--- config.mk ---
export PLATFORM = sky130hd
export DESIGN_NAME = desplazador_vectorial
export DESIGN_NICKNAME = d
export VERILOG_FILES = /design/src/rtl/desplazador_pkg.sv /design/src/rtl/desplazador_carril.sv /design/src/rtl/desplazador_vectorial.sv
export SDC_FILE = /design/constraint.sdc
export NUM_CORES = 1
export LEC_CHECK = 0
export ABC_AREA = 1
export BUFFER_PORTS_ARGS = -buffer_cell sky130_fd_sc_hd__buf_2
export CELL_PAD_IN_SITES_DETAIL_PLACEMENT = 0
export CELL_PAD_IN_SITES_GLOBAL_PLACEMENT = 1
export CORE_MARGIN = 5
export CORE_UTILIZATION = 41
export CTS_BUF_LIST = sky130_fd_sc_hd__clkbuf_4
export DETAILED_ROUTE_END_ITERATION = 16
export PLACE_DENSITY = 0.87
export SLEW_MARGIN = 5
export SYNTH_ARGS = -nofsm -noshare
export SYNTH_HDL_FRONTEND = slang
export SYNTH_SLANG_ARGS = --single-unit
--- constraint.sdc ---
create_clock -name clk -period 2.8 [get_ports clk]
set_clock_uncertainty 0.15 [all_clocks]
set_input_delay 0.14 -clock clk [delete_from_list [all_inputs] [get_ports clk]]
set_output_delay 0.14 -clock clk [all_outputs]
set_load 0.01 [all_outputs]
--- src/rtl/desplazador_pkg.sv ---
// desplazador_pkg
// Shared definitions for the vector shift/rotate unit:
//   op_e        - operation encoding (ROR, ROL, SRL, SRA)
//   DEF_LANES   - default number of lanes per vector
//   DEF_WIDTH   - default element width
//   lo_mask()   - mask of the amount bits applied in the second stage
package desplazador_pkg;

    typedef enum logic [1:0] {
        OP_ROR = 2'b00,
        OP_ROL = 2'b01,
        OP_SRL = 2'b10,
        OP_SRA = 2'b11
    } op_e;

    localparam int DEF_LANES = 4;
    localparam int DEF_WIDTH = 8;

    // The first stage handles amt[SH_W-1:SH_W/2] and the second the rest.
    // With a 1-bit amount that split would leave nothing for the second stage,
    // so the whole amount is pushed there instead.
    function automatic int lo_mask(input int sh_w);
        if (sh_w <= 1) begin
            return 1;
        end
        return (1 << (sh_w / 2)) - 1;
    endfunction

endpackage

--- src/rtl/desplazador_carril.sv ---
// desplazador_carril
// Combinational single-lane shifter, one pipeline stage worth of work.
// Ports:
//   op   - operation (op_e)
//   amt  - shift amount, SH_W bits (modulo WIDTH by construction)
//   din  - lane operand, WIDTH bits
//   dout - shifted/rotated lane result, WIDTH bits
module desplazador_carril
    import desplazador_pkg::*;
#(
    parameter  int WIDTH = DEF_WIDTH,
    localparam int SH_W  = $clog2(WIDTH)
) (
    input  op_e              op,
    input  logic [SH_W-1:0]  amt,
    input  logic [WIDTH-1:0] din,
    output logic [WIDTH-1:0] dout
);

    logic [2*WIDTH-1:0]      dbl;
    logic [SH_W-1:0]         rol_amt;
    logic signed [WIDTH-1:0] din_s;

    // Rotates are taken as the low half of the doubled operand shifted right;
    // a left rotate is the right rotate by the complementary amount.
    assign dbl     = {din, din};
    assign rol_amt = SH_W'(WIDTH - int'(amt));
    assign din_s   = din;

    always_comb begin
        dout = din;
        case (op)
            OP_ROR:  dout = WIDTH'(dbl >> amt);
            OP_ROL:  dout = WIDTH'(dbl >> rol_amt);
            OP_SRL:  dout = din >> amt;
            OP_SRA:  dout = din_s >>> amt;
            default: dout = din;
        endcase
    end

endmodule

--- src/rtl/desplazador_vectorial.sv ---
// desplazador_vectorial
// Two-stage elastic vector shift/rotate unit. LANES independent WIDTH-bit
// elements, each with its own amount or lane 0's amount broadcast.
// Ports:
//   clk, rst_n           - clock, asynchronous active-low reset
//   in_valid / in_ready  - operand handshake
//   op                   - 00 ROR, 01 ROL, 10 SRL, 11 SRA
//   amt_bcast            - 1: all lanes use lane 0's amount
//   amt_in               - per-lane amounts, lane i at [i*SH_W +: SH_W]
//   data_in              - operand vector, lane i at [i*WIDTH +: WIDTH]
//   out_valid / out_ready- result handshake
//   data_out             - result vector, same packing as data_in
//   zero_out             - bit i set when result lane i is zero (only while valid)
module desplazador_vectorial
    import desplazador_pkg::*;
#(
    parameter  int LANES = DEF_LANES,
    parameter  int WIDTH = DEF_WIDTH,
    localparam int SH_W  = $clog2(WIDTH)
) (
    input  logic                   clk,
    input  logic                   rst_n,
    input  logic                   in_valid,
    output logic                   in_ready,
    input  logic [1:0]             op,
    input  logic                   amt_bcast,
    input  logic [LANES*SH_W-1:0]  amt_in,
    input  logic [LANES*WIDTH-1:0] data_in,
    output logic                   out_valid,
    input  logic                   out_ready,
    output logic [LANES*WIDTH-1:0] data_out,
    output logic [LANES-1:0]       zero_out
);

    localparam int              LO_MASK_I = lo_mask(SH_W);
    localparam logic [SH_W-1:0] LO_MASK   = LO_MASK_I[SH_W-1:0];
    localparam logic [SH_W-1:0] HI_MASK   = ~LO_MASK;

    logic [LANES-1:0][WIDTH-1:0] data_p0, coarse_p0;
    logic [LANES-1:0][SH_W-1:0]  amt_in_p0, amt_p0;
    op_e                         op_p0;

    logic [LANES-1:0][WIDTH-1:0] data_p1, fine_p1;
    logic [LANES-1:0][SH_W-1:0]  amt_p1;
    logic [LANES-1:0]            zero_p1;
    op_e                         op_p1;
    logic                        vld_p1;

    logic [LANES-1:0][WIDTH-1:0] data_p2;
    logic [LANES-1:0]            zero_p2;
    logic                        vld_p2;

    logic s1_adv, s2_adv;

    assign s2_adv   = !vld_p2 || out_ready;
    assign s1_adv   = !vld_p1 || s2_adv;
    assign in_ready = s1_adv;

    assign data_p0   = data_in;
    assign amt_in_p0 = amt_in;
    assign op_p0     = op_e'(op);

    for (genvar i = 0; i < LANES; i++) begin : g_lane
        assign amt_p0[i] = amt_bcast ? amt_in_p0[0] : amt_in_p0[i];

        desplazador_carril #(.WIDTH(WIDTH)) u_coarse (
            .op   (op_p0),
            .amt  (amt_p0[i] & HI_MASK),
            .din  (data_p0[i]),
            .dout (coarse_p0[i])
        );

        // For SRA the coarse result's MSB is still the original sign, so the
        // fine stage fills correctly from its own operand.
        desplazador_carril #(.WIDTH(WIDTH)) u_fine (
            .op   (op_p1),
            .amt  (amt_p1[i] & LO_MASK),
            .din  (data_p1[i]),
            .dout (fine_p1[i])
        );

        assign zero_p1[i] = ~|fine_p1[i];
    end

    always_ff @(posedge clk or negedge rst_n) begin
        if (!rst_n) begin
            vld_p1 <= 1'b0;
            vld_p2 <= 1'b0;
        end else begin
            if (s1_adv) vld_p1 <= in_valid;
            if (s2_adv) vld_p2 <= vld_p1;
        end
    end

    // ---- stage 1: operand + coarse shift -------------------------------
    always_ff @(posedge clk) begin
        if (s1_adv && in_valid) begin
            op_p1   <= op_p0;
            amt_p1  <= amt_p0;
            data_p1 <= coarse_p0;
        end
    end

    // ---- stage 2: fine shift, zero flags, output register ---------------
    always_ff @(posedge clk or negedge rst_n) begin
        if (!rst_n) begin
            data_p2 <= '0;
            zero_p2 <= '0;
        end else if (s2_adv && vld_p1) begin
            data_p2 <= fine_p1;
            zero_p2 <= zero_p1;
        end
    end

    assign out_valid = vld_p2;
    assign data_out  = data_p2;
    assign zero_out  = vld_p2 ? zero_p2 : '0;

endmodule

==> results_dict.tcl, run 1 <==
set metrics [dict create \
    status "finished, final reports clean" \
    synth_nets 984 \
    tightest_slew_ns 0.814 \
    final_nets 1066 \
    drtIter0Drc 484 \
    syn-cell-area_um2 5740 \
    finalSetupTns_ns 0 \
    crit_fanout 8 \
    post-cts-setup-buffers 0 \
    cts_inserted_buffers 9 \
    reg2reg_depth 5 \
    yosysTopAreaCellShare_pct 28.5 \
    finalMaxSlewViolations 0 \
    drt_first_pass_iters 6 \
    cp-start-kind "register" \
    cp-end-kind "register" \
    wire_per_inst_um 12.2 \
    maxSlewHeadroom_pct 45.7 \
    pwr-share-clk_pct 17.1 \
    worstPathCellList "nand3_1 > nand2_1 > dlygate4sd3_1 > nand2_1 > dlygate4sd3_1" \
    layout-drive-gt1-share_pct 12.5 \
    yosysSeqAreaShare_pct 36.5 \
    p_total_mw 3.19 \
    clk_latency_ns 0.41 \
    grt_max_degree 52 \
    synth_warnings 0 \
    routabilityCongestion 0.874 \
    p_int_mw 2.00 \
    clockRootBuffer "clkbuf_4" \
    yosys.area.top_type "nand2_1" \
    grt_pass1_wl_mm 24.0 \
    synth_cell_types 27 \
    track_usage_pct 17.6 \
    r2r_start "out_valid$_DFFE_PN0P_" \
    cts-htree-levels 3 \
    critical_path.top_delay_family "buffers and inverters" \
    cts.sinks 76 \
    critPathMaxStageDelay_ns 0.56 \
    portBuffers 88 \
    reg2reg_to "vld_p1$_DFFE_PN0N_" \
    hpwl_mm 11.2 \
    synth_cells 933 \
    setup_slack_ns 0.605 \
    dieArea_um2 16500 \
    vias 5843 \
    pwr-share-comb_pct 35.1 \
    worstSetupPathType "reg -> reg" \
    start_util_pct 41.5 \
    clk_pin_slew_ns 0.11 \
    hold_path_end "data_p1[7]$_DFFE_PP_" \
    p_sw_share_pct 37.3 \
    power.switching_mw 1.19 \
    grt_overflow 0 \
    vdd_drop_max_mv 0.177 \
    die_w_um 128 \
    syn_avg_cell_area_um2 6.15 \
    clockBufferDepth 2 \
    fmax_mhz 456 \
    hold_viol 0 \
    rsz0062_at_grt "no" \
    crit_buf_inv 2 \
    drt_wl_total_mm 14.6 \
    ff2ff_setup_slack_ns 0.61 \
    min_from "data_in[3]" \
    ioPinCount 89 \
    cap_violations 0 \
    fin_crit_sh_pct 78.4 \
    fill_cells 1488 \
    final_util_pct 46.9 \
    synth.area.top_cells "nand2_1 (29%), edfxtp_1 (20%), dfrtp_1 (17%)" \
    drc 0 \
    place_ws_ns 0.665 \
    cts_tree "yes" \
    routed_via_density 4.87 \
    die_h_um 128 \
    area_growth_pct 13.2 \
    worst_hold_slack_ns 0.0991 \
    hold_depth 5 \
    ant_nets 0 \
    seqPwrFrac_pct 47.8 \
    p_leak_nw 3.44 \
    cp.arrival_ns 2.35 \
    core-area_um2 13800 \
    post-route-min-period_ns 2.19 \
    finalSetupViolations 0 \
    cp_slowest_cell "dlygate4sd3_1" \
    rows 43 \
    worstPathRequired_ns 2.95 \
    pwr_density_cell_nw_per_um2 491 \
    grt_pass1_vias 4919 \
    antenna_found_initial 1 \
    hold_path_class "in -> reg" \
    synth_seq_cells 76 \
]
## power groups by stage
stage	registers [mW]	logic [mW]	clock network, mW
detailed placement	1.55	1.09	0
global route	1.55	1.28	0.623
floorplan	1.58	0.702	0
CTS	1.52	1.12	0.567
global placement	1.54	1.09	0
finish	1.52	1.12	0.546
## placed cells by master, fill, tap and decap left out, types with 4 or more instances in the layout
master         count
buf_4              5
nor2_1            74
inv_2             10
dlygate4sd3_1     18
clkbuf_4          12
a31oi_1            4
nand4_1            4
nand3_1           77
o21ai_0           66
dfrtp_1           38
inv_1             74
nand2_2            4
a21oi_1           17
buf_2             88
edfxtp_1          38
nand2_1          436
o21ai_1           34
## worst register-to-register path: stages, from the launching register on
cell and delay (ns):
dfrtp_1 0.53, nand3_1 0.17, nand2_1 0.10, dlygate4sd3_1 0.54, nand2_1 0.05, dlygate4sd3_1 0.56
## layout make-up
cell class	instances	area [um2]	share of cell area [%]
Clock inverter	4	16.3	0.251
Timing Repair Buffer	111	658	10.1
Sequential cell	76	2090	32.2
Antenna cell	1	2.50	0.0386
Inverter	84	315	4.86
Multi-Input combinational cell	733	3090	47.6
Clock buffer	12	90.1	1.39
Tap cell	180	225	3.47
## per-stage QoR
stage,cell area (um2),cells
2_1_floorplan,5740,933
3_3_place_gp,6200,1166
3_5_place_dp,6200,1166
4_1_cts,6490,1200
5_1_grt,6490,1201
6_report,6490,1201
## logic make-up after synthesis
| logic type | synth area share [%] |
|---|---|
| xor gates and xnor gates | 0.153 |
| buffers and inverters | 9.64 |
| AOI/OAI and AO/OA | 11.7 |
| and+or+nand+nor | 42.1 |
| DFF | 36.5 |
## what timing repair did
action                    CTS  global route
hold endpoints to repair   50             0
gates resized for setup     0             0
hold buffers               18             0
## Yosys cell counts
master and number:
nand2_1 436, o21bai_1 2, a21oi_2 1, inv_1 74, buf_6 5, buf_4 8
o211ai_1 2, o21ai_0 66, a31oi_1 4, nand2_4 3, nor2_1 74, inv_2 10
buf_2 16, a21oi_1 17, dfrtp_1 38, nand2_2 4, o21ai_1 34, nor2_2 2
clkbuf_1 11, edfxtp_1 38, nand4_1 4, o21a_1 2, xnor2_1 1, or2_2 1
o22ai_1 1, nor3_1 2, nand3_1 77
## worst max path at each step
stage | depth (start not counted) | endpoint | from | slack [ns]
after floorplan | 4 | amt_p1[0]$_DFFE_PP_ | out_valid$_DFFE_PN0P_ | 0.66
after global placement | 8 | zero_p2[0]$_DFFE_PN0P_ | op_p1[0]$_DFFE_PP_ | 0.67
after detailed placement | 8 | zero_p2[2]$_DFFE_PN0P_ | op_p1[0]$_DFFE_PP_ | 0.67
after CTS | 5 | vld_p1$_DFFE_PN0N_ | out_valid$_DFFE_PN0P_ | 0.59
after global routing | 8 | zero_p2[2]$_DFFE_PN0P_ | op_p1[0]$_DFFE_PP_ | 0.38
final | 5 | vld_p1$_DFFE_PN0N_ | out_valid$_DFFE_PN0P_ | 0.61
## layer usage
metal	share of wire [%]	global-route usage, %	vias up
met5	0	0	-
met4	0.56	4.00	0
met3	6.5	2.58	6
met2	38	23.4	184
met1	55	29.3	2524
li1	-	-	3129
## flip-flops by register name (all words and copies together) (netlist names)
register	cells
vld_p1	1
zero_p2	4
out_valid	1
data_p1	32
op_p1	2
data_out	32
amt_p1	4
Note: power is estimated with default switching activity, not from simulation.
==> run 2: changes to the inputs <==
--- a/config.mk
+++ b/config.mk
@@ -10,10 +10,10 @@
 export CELL_PAD_IN_SITES_DETAIL_PLACEMENT = 0
 export CELL_PAD_IN_SITES_GLOBAL_PLACEMENT = 1
 export CORE_MARGIN = 5
-export CORE_UTILIZATION = 41
+export CORE_UTILIZATION = 37
 export CTS_BUF_LIST = sky130_fd_sc_hd__clkbuf_4
 export DETAILED_ROUTE_END_ITERATION = 16
-export PLACE_DENSITY = 0.87
+export PLACE_DENSITY = 0.83
 export SLEW_MARGIN = 5
 export SYNTH_ARGS = -nofsm -noshare
 export SYNTH_HDL_FRONTEND = slang
==> constraint.sdc (replaced) <==
create_clock -name clk -period 1.9 [get_ports clk]
set_clock_uncertainty 0.15 [all_clocks]
set_input_delay 0.095 -clock clk [delete_from_list [all_inputs] [get_ports clk]]
set_output_delay 0.095 -clock clk [all_outputs]
set_load 0.01 [all_outputs]
==> run 2 against run 1 <==
Critical path depth is 5 higher. Flip-flop and latch count did not move. Register-to-register slack got worse by 0.41 ns. Setup slack lost 0.53 ns. Core utilization fell by 2.0 points. Worst hold slack worse by 0.095 ns. Sequential power up 47%. First-iteration DRC count decreased by 14%. Largest power group unchanged.
==> results_dict.tcl, run 2 (same netlist as run 1, synthesis figures left out) <==
set metrics [dict create \
    drt_wl_total_mm 15.1 \
    core-area_um2 15200 \
    drc 0 \
    drtIter0Drc 417 \
    finalSetupTns_ns 0 \
    post-route-min-period_ns 1.82 \
    vias 5891 \
    maxSlewHeadroom_pct 68.3 \
    p_int_mw 3.05 \
    portBuffers 88 \
    routed_via_density 4.74 \
    cts_inserted_buffers 9 \
    cp-start-kind "input port" \
    seqPwrFrac_pct 46.2 \
    clockBufferDepth 2 \
    area_growth_pct 19.2 \
    reg2reg_to "zero_p2[2]$_DFFE_PN0P_" \
    pwr-share-comb_pct 37.0 \
    worstPathRequired_ns 1.92 \
    r2r_start "op_p1[0]$_DFFE_PP_" \
    antenna_found_initial 1 \
    grt_pass1_wl_mm 25.1 \
    clk_pin_slew_ns 0.10 \
    setup_slack_ns 0.0781 \
    crit_fanout 8 \
    finalMaxSlewViolations 0 \
    cts.sinks 76 \
    stdcell_area_um2 6840 \
    reg2reg_depth 8 \
    pwr-share-clk_pct 16.7 \
    min_from "data_in[22]" \
    cap_violations 0 \
    p_leak_nw 3.61 \
    power.switching_mw 1.77 \
    dpl.cell_count 1200 \
    clk_latency_ns 0.41 \
    rsz0062_at_grt "yes" \
    die_h_um 135 \
    hpwl_mm 11.8 \
    tightest_slew_ns 0.471 \
    drt_first_pass_iters 5 \
    p_sw_share_pct 36.7 \
    fill_cells 1582 \
    ant_nets 0 \
    ioPinCount 89 \
    hold_path_end "data_p1[20]$_DFFE_PP_" \
    p_total_mw 4.82 \
    mostFrequentLayoutCells "nand2_1 (430), buf_2 (88), nand3_1 (76), nor2_1 (74), inv_1 (73)" \
    layout-drive-gt1-share_pct 16.2 \
    wire_per_inst_um 12.2 \
    pwr_density_cell_nw_per_um2 704 \
    status "finished, final reports clean" \
    post_dp_cell_area_um2 6440 \
    start_util_pct 37.7 \
    rows 45 \
    track_usage_pct 16.7 \
    cp.arrival_ns 1.84 \
    cp-end-kind "register" \
    clockRootBuffer "clkbuf_4" \
    grt_max_degree 52 \
    place_ws_ns 0.0919 \
    grt_pass1_vias 5049 \
    cts_tree "yes" \
    routabilityCongestion 0.887 \
    worst_hold_slack_ns 0.00380 \
    final_util_pct 45.0 \
    finalSetupViolations 0 \
    worstSetupPathType "in -> reg" \
    layout_commonest_cell "nand2_1" \
    fin_cells 1243 \
    fmax_mhz 549 \
    hold_depth 5 \
    cts-htree-levels 3 \
    hold_viol 0 \
    dieArea_um2 18100 \
    grt_overflow 0 \
    final_nets 1100 \
    fin_crit_sh_pct 95.9 \
    ff2ff_setup_slack_ns 0.20 \
    vdd_drop_max_mv 0.235 \
    hold_path_class "in -> reg" \
    die_w_um 135 \
]
[run 2: changes by cell type in the layout (fill, tap and decap cells not counted), sizes merged]
| cell | delta |
|---|---|
| nand2 | +1 |
| inv | -1 |
| clkinv | -1 |
| dlygate4sd3 | +2 |
| buf | +31 |
| clkinvlp | +1 |
| clkbuf | +1 |
[run 2: cell type report]
cell class                      count  area, um2  share of cell area [%]
Inverter                           84        322                    4.70
Clock buffer                       13       97.6                    1.43
Clock inverter                      3       13.8                   0.201
Tap cell                          188        235                    3.44
Antenna cell                        1       2.50                  0.0366
Multi-Input combinational cell    734       3140                    45.9
Timing Repair Buffer              144        936                    13.7
Sequential cell                    76       2090                    30.6
[run 2: power by group through the flow]
stage	Clock (mW)	Combinational, mW	Sequential (mW)
2_1_floorplan	0	1.04	2.32
3_3_place_gp	0	1.73	2.26
3_5_place_dp	0	1.72	2.27
4_1_cts	0.847	1.76	2.23
5_1_grt	0.917	2.04	2.27
6_report	0.805	1.78	2.23
[run 2: repair_timing]
item / 4_1_cts / 5_1_grt
setup buffers: 0 / 5
hold endpoints to repair: 52 / 0
endpoints found under the setup margin: 0 / 25
gates resized for setup: 0 / 12
hold buffers: 20 / 0
[run 2: routing by layer]
| layer | routed length, um | GRT usage (%) |
|---|---|---|
| met5 | 0 | 0 |
| met4 | 222 | 5.60 |
| met3 | 756 | 1.60 |
| met2 | 5700 | 22.1 |
| met1 | 8470 | 27.7 |
[run 2: how the worst max path moves through the flow]
stage | cells past startpoint | startpoint | end
global placement | 9 | op_p1[1]$_DFFE_PP_ | zero_p2[2]$_DFFE_PN0P_
floorplan | 4 | out_valid$_DFFE_PN0P_ | amt_p1[0]$_DFFE_PP_
CTS | 9 | op_p1[1]$_DFFE_PP_ | zero_p2[2]$_DFFE_PN0P_
global route | 12 | amt_bcast | data_p1[30]$_DFFE_PP_
finish | 10 | amt_bcast | data_p1[24]$_DFFE_PP_
detailed placement | 9 | op_p1[1]$_DFFE_PP_ | zero_p2[3]$_DFFE_PN0P_
[run 2: critical path, cell delays in order]
cell and delay, ns:
dlygate4sd3_1 0.53, buf_2 0.15, nand2_2 0.19, nand2_4 0.12, buf_4 0.16, o21ai_0 0.19, buf_4 0.17, nand2_1 0.04
o21ai_0 0.10, o21ai_1 0.09
==> run 3: changes to the inputs <==
--- a/config.mk
+++ b/config.mk
@@ -10,11 +10,12 @@
 export CELL_PAD_IN_SITES_DETAIL_PLACEMENT = 0
 export CELL_PAD_IN_SITES_GLOBAL_PLACEMENT = 1
 export CORE_MARGIN = 5
-export CORE_UTILIZATION = 37
+export CORE_UTILIZATION = 39
 export CTS_BUF_LIST = sky130_fd_sc_hd__clkbuf_4
 export DETAILED_ROUTE_END_ITERATION = 16
-export PLACE_DENSITY = 0.83
+export PLACE_DENSITY = 0.84
 export SLEW_MARGIN = 5
 export SYNTH_ARGS = -nofsm -noshare
 export SYNTH_HDL_FRONTEND = slang
+export SYNTH_HIERARCHICAL = 1
 export SYNTH_SLANG_ARGS = --single-unit
==> run 3 against run 2 <==
The run now ends with setup timing left. Critical endpoint is now zero_p2[2]$_DFFE_PN0P_. Global-route usage rose by 3.0 points. Synthesized cell count up 84%. Worst hold slack gained 0.049 ns. Core utilization increased by 4.4 points. Combinational power increased by 150%.
==> results_dict.tcl, run 3 <==
set metrics [dict create \
    status "complete, but fails checks" \
    violations "setup timing" \
    layout_commonest_cell "nand2_1" \
    cts_tree "yes" \
    r2r_start "amt_p1[6]$_DFFE_PP_" \
    drtIter0Drc 1295 \
    drt_wl_total_mm 29.5 \
    dieArea_um2 28200 \
    drt_first_pass_iters 5 \
    use_met1_pct 29.9 \
    rows 57 \
    use_met3_pct 2.44 \
    ioPinCount 89 \
    synth_seq_cells 76 \
    hold_depth 4 \
    hold_path_class "in -> reg" \
    synth_edf_count 38 \
    ff2ff_setup_slack_ns -0.17 \
    hpwl_mm 22.5 \
    fmax_mhz 483 \
    pwr-share-comb_pct 56.0 \
    track_usage_pct 19.7 \
    p_leak_nw 6.59 \
    min_from "amt_in[9]" \
    fin_cells 2196 \
    synth_cell_types 22 \
    yosysTopAreaCellShare_pct 33.0 \
    layout-drive-gt1-share_pct 26.5 \
    synth_cells 1715 \
    tightest_slew_ns 0.797 \
    vdd_drop_max_mv 0.404 \
    crit_fanout 6 \
    synth.area.top_cells "nand2_1 (33%), nand3_1 (23%), edfxtp_1 (12%)" \
    post-route-min-period_ns 2.07 \
    grt_pass1_vias 10200 \
    start_util_pct 39.8 \
    cap_violations 0 \
    drc 0 \
    yosys-top-cells-count "nand2_1 (855), nand3_1 (449), inv_1 (79), nand2_2 (49), buf_6 (44)" \
    portBuffers 88 \
    dpl.cell_count 2159 \
    die_h_um 168 \
    wire_per_inst_um 13.4 \
    routed_via_density 5.14 \
    p_int_mw 4.28 \
    ant_nets 0 \
    p_total_mw 7.84 \
    clk_latency_ns 0.45 \
    yosysMostFrequentCell "nand2_1" \
    core-area_um2 24500 \
    clockRootBuffer "clkbuf_4" \
    finalMaxSlewViolations 0 \
    routabilityCongestion 0.957 \
    grt_max_degree 39 \
    synth_ff_type "edfxtp_1" \
    p_sw_share_pct 45.4 \
    cts.sinks 76 \
    vias 11300 \
    syn_avg_cell_area_um2 5.67 \
    worstSetupPathType "reg -> reg" \
    yosys.area.top_type "nand2_1" \
    reg2reg_to "zero_p2[2]$_DFFE_PN0P_" \
    syn-cell-area_um2 9730 \
    hold_viol 0 \
    cp-end-kind "register" \
    grt_pass1_wl_mm 48.4 \
    synth_warnings 6 \
    mostFrequentLayoutCells "nand2_1 (795), nand3_1 (351), nand2_2 (105), buf_2 (88), nand3_2 (72)" \
    worstPathRequired_ns 2.14 \
    antenna_found_initial 1 \
    fin_crit_sh_pct 109 \
    clk_pin_slew_ns 0.12 \
    reg2reg_depth 13 \
    yosysSeqAreaShare_pct 21.5 \
    rsz0062_at_grt "yes" \
    grt.busiest_layer "met2" \
    pwr-share-clk_pct 14.3 \
    cp-start-kind "register" \
    grt_overflow 0 \
    seqPwrFrac_pct 29.6 \
    final_nets 1925 \
    die_w_um 168 \
    maxSlewHeadroom_pct 46.9 \
    setup_slack_ns -0.170 \
    finalSetupViolations 14 \
    area_growth_pct 24.3 \
    clockBufferDepth 2 \
    pwr_density_cell_nw_per_um2 648 \
    cp.arrival_ns 2.31 \
    async_flop_share_pct 50.0 \
    fill_cells 2498 \
    power.switching_mw 3.56 \
    use_met2_pct 29.9 \
    cts_inserted_buffers 9 \
    cts-htree-levels 3 \
    hold_path_end "amt_p1[9]$_DFFE_PP_" \
]
run 3: cell types whose count changed in the layout (fill, tap and decap cells not counted), moves of 12 or more:
cell | before | now
nor2_4 | 0 | 24
conb_1 | 0 | 12
nand3_2 | 1 | 72
o21ai_1 | 34 | 4
buf_6 | 0 | 16
nor2_1 | 74 | 23
inv_2 | 9 | 39
nand2_2 | 10 | 105
nand3_1 | 76 | 351
nand3_4 | 0 | 26
buf_4 | 34 | 54
o21ai_0 | 64 | 17
nand2_1 | 430 | 795
run 3: timing repair:
action | in CTS | in global routing
setup endpoints to repair | 21 | 31
hold buffers | 12 | 0
pin swaps | 36 | 85
resized for setup | 57 | 182
setup buffers | 6 | 2
hold endpoints to repair | 49 | 0
run 3: worst max-delay path by stage:
stage / start / endpoint / depth (start not counted)
after floorplan: amt_p1[9]$_DFFE_PP_ / zero_p2[3]$_DFFE_PN0P_ / 15
after global placement: amt_p1[9]$_DFFE_PP_ / zero_p2[3]$_DFFE_PN0P_ / 15
after detailed placement: amt_p1[9]$_DFFE_PP_ / zero_p2[3]$_DFFE_PN0P_ / 13
after CTS: amt_p1[6]$_DFFE_PP_ / zero_p2[2]$_DFFE_PN0P_ / 14
after global routing: amt_p1[0]$_DFFE_PP_ / zero_p2[0]$_DFFE_PN0P_ / 13
final: amt_p1[6]$_DFFE_PP_ / zero_p2[2]$_DFFE_PN0P_ / 13
run 3: through the flow:
stage / util [%] / TNS, ns / hold WS, ns / cell area, um2 / setup slack, ns
3_3_place_gp: 43.9 / -1.64 / 0.0774 / 10700 / -0.153
4_1_cts: 46.1 / -0.242 / 0.0264 / 11300 / -0.0722
2_1_floorplan: - / -0.0727 / -0.351 / 9830 / -0.0727
5_1_grt: 49.4 / -4.29 / 0.0432 / 12100 / -0.298
6_report: 49.4 / -0.959 / 0.0526 / 12100 / -0.170
3_5_place_dp: 43.9 / -2.70 / 0.0820 / 10700 / -0.193
run 3: worst max-delay path, cell delays in order, from the launching register on:
cell and delay (ns):
edfxtp_1 0.50, inv_8 0.05, ha_4 0.37, buf_8 0.17, nand3_4 0.09, nand3_2 0.10
nand2_2 0.05, nand2_2 0.06, nand3_2 0.08, nor2_1 0.11, nand2_1 0.05, nor2_1 0.11
nand2_1 0.05, nand2_1 0.08
run 3: layout make-up:
class                           instances  area (um2)  share of cell area (%)
Multi-Input combinational cell       1474        7540                    62.4
Clock buffer                            9        67.6                   0.559
Tap cell                              324         405                    3.35
Sequential cell                        76        2090                    17.3
Timing Repair Buffer                  177        1280                    10.6
Clock inverter                          7        97.6                   0.807
Inverter                              128         604                    5.00
Antenna cell                            1        2.50                  0.0207
run 3: power groups by stage:
stage	logic, mW	clock network [mW]	registers, mW
after floorplan	2.58	0	2.42
after global placement	3.71	0	2.34
after detailed placement	3.72	0	2.35
after CTS	3.88	1.16	2.31
after global routing	4.89	1.22	2.37
final	4.39	1.12	2.32
run 3: per-layer routing:
layer	share of wire, %	vias up
met4	1.3	0
met2	43	417
li1	-	5858
met3	6.1	38
met5	0	-
met1	49	4985
run 3: logic make-up after synthesis:
group / Yosys count / synth area share, %
other: 1 / 0.0386
flip-flops: 76 / 21.5
AND/OR/NAND/NOR: 1413 / 64.0
adder cells (fa/ha/maj): 8 / 1.03
buffers and inverters: 176 / 11.1
AO/OA/AOI/OAI: 41 / 2.32
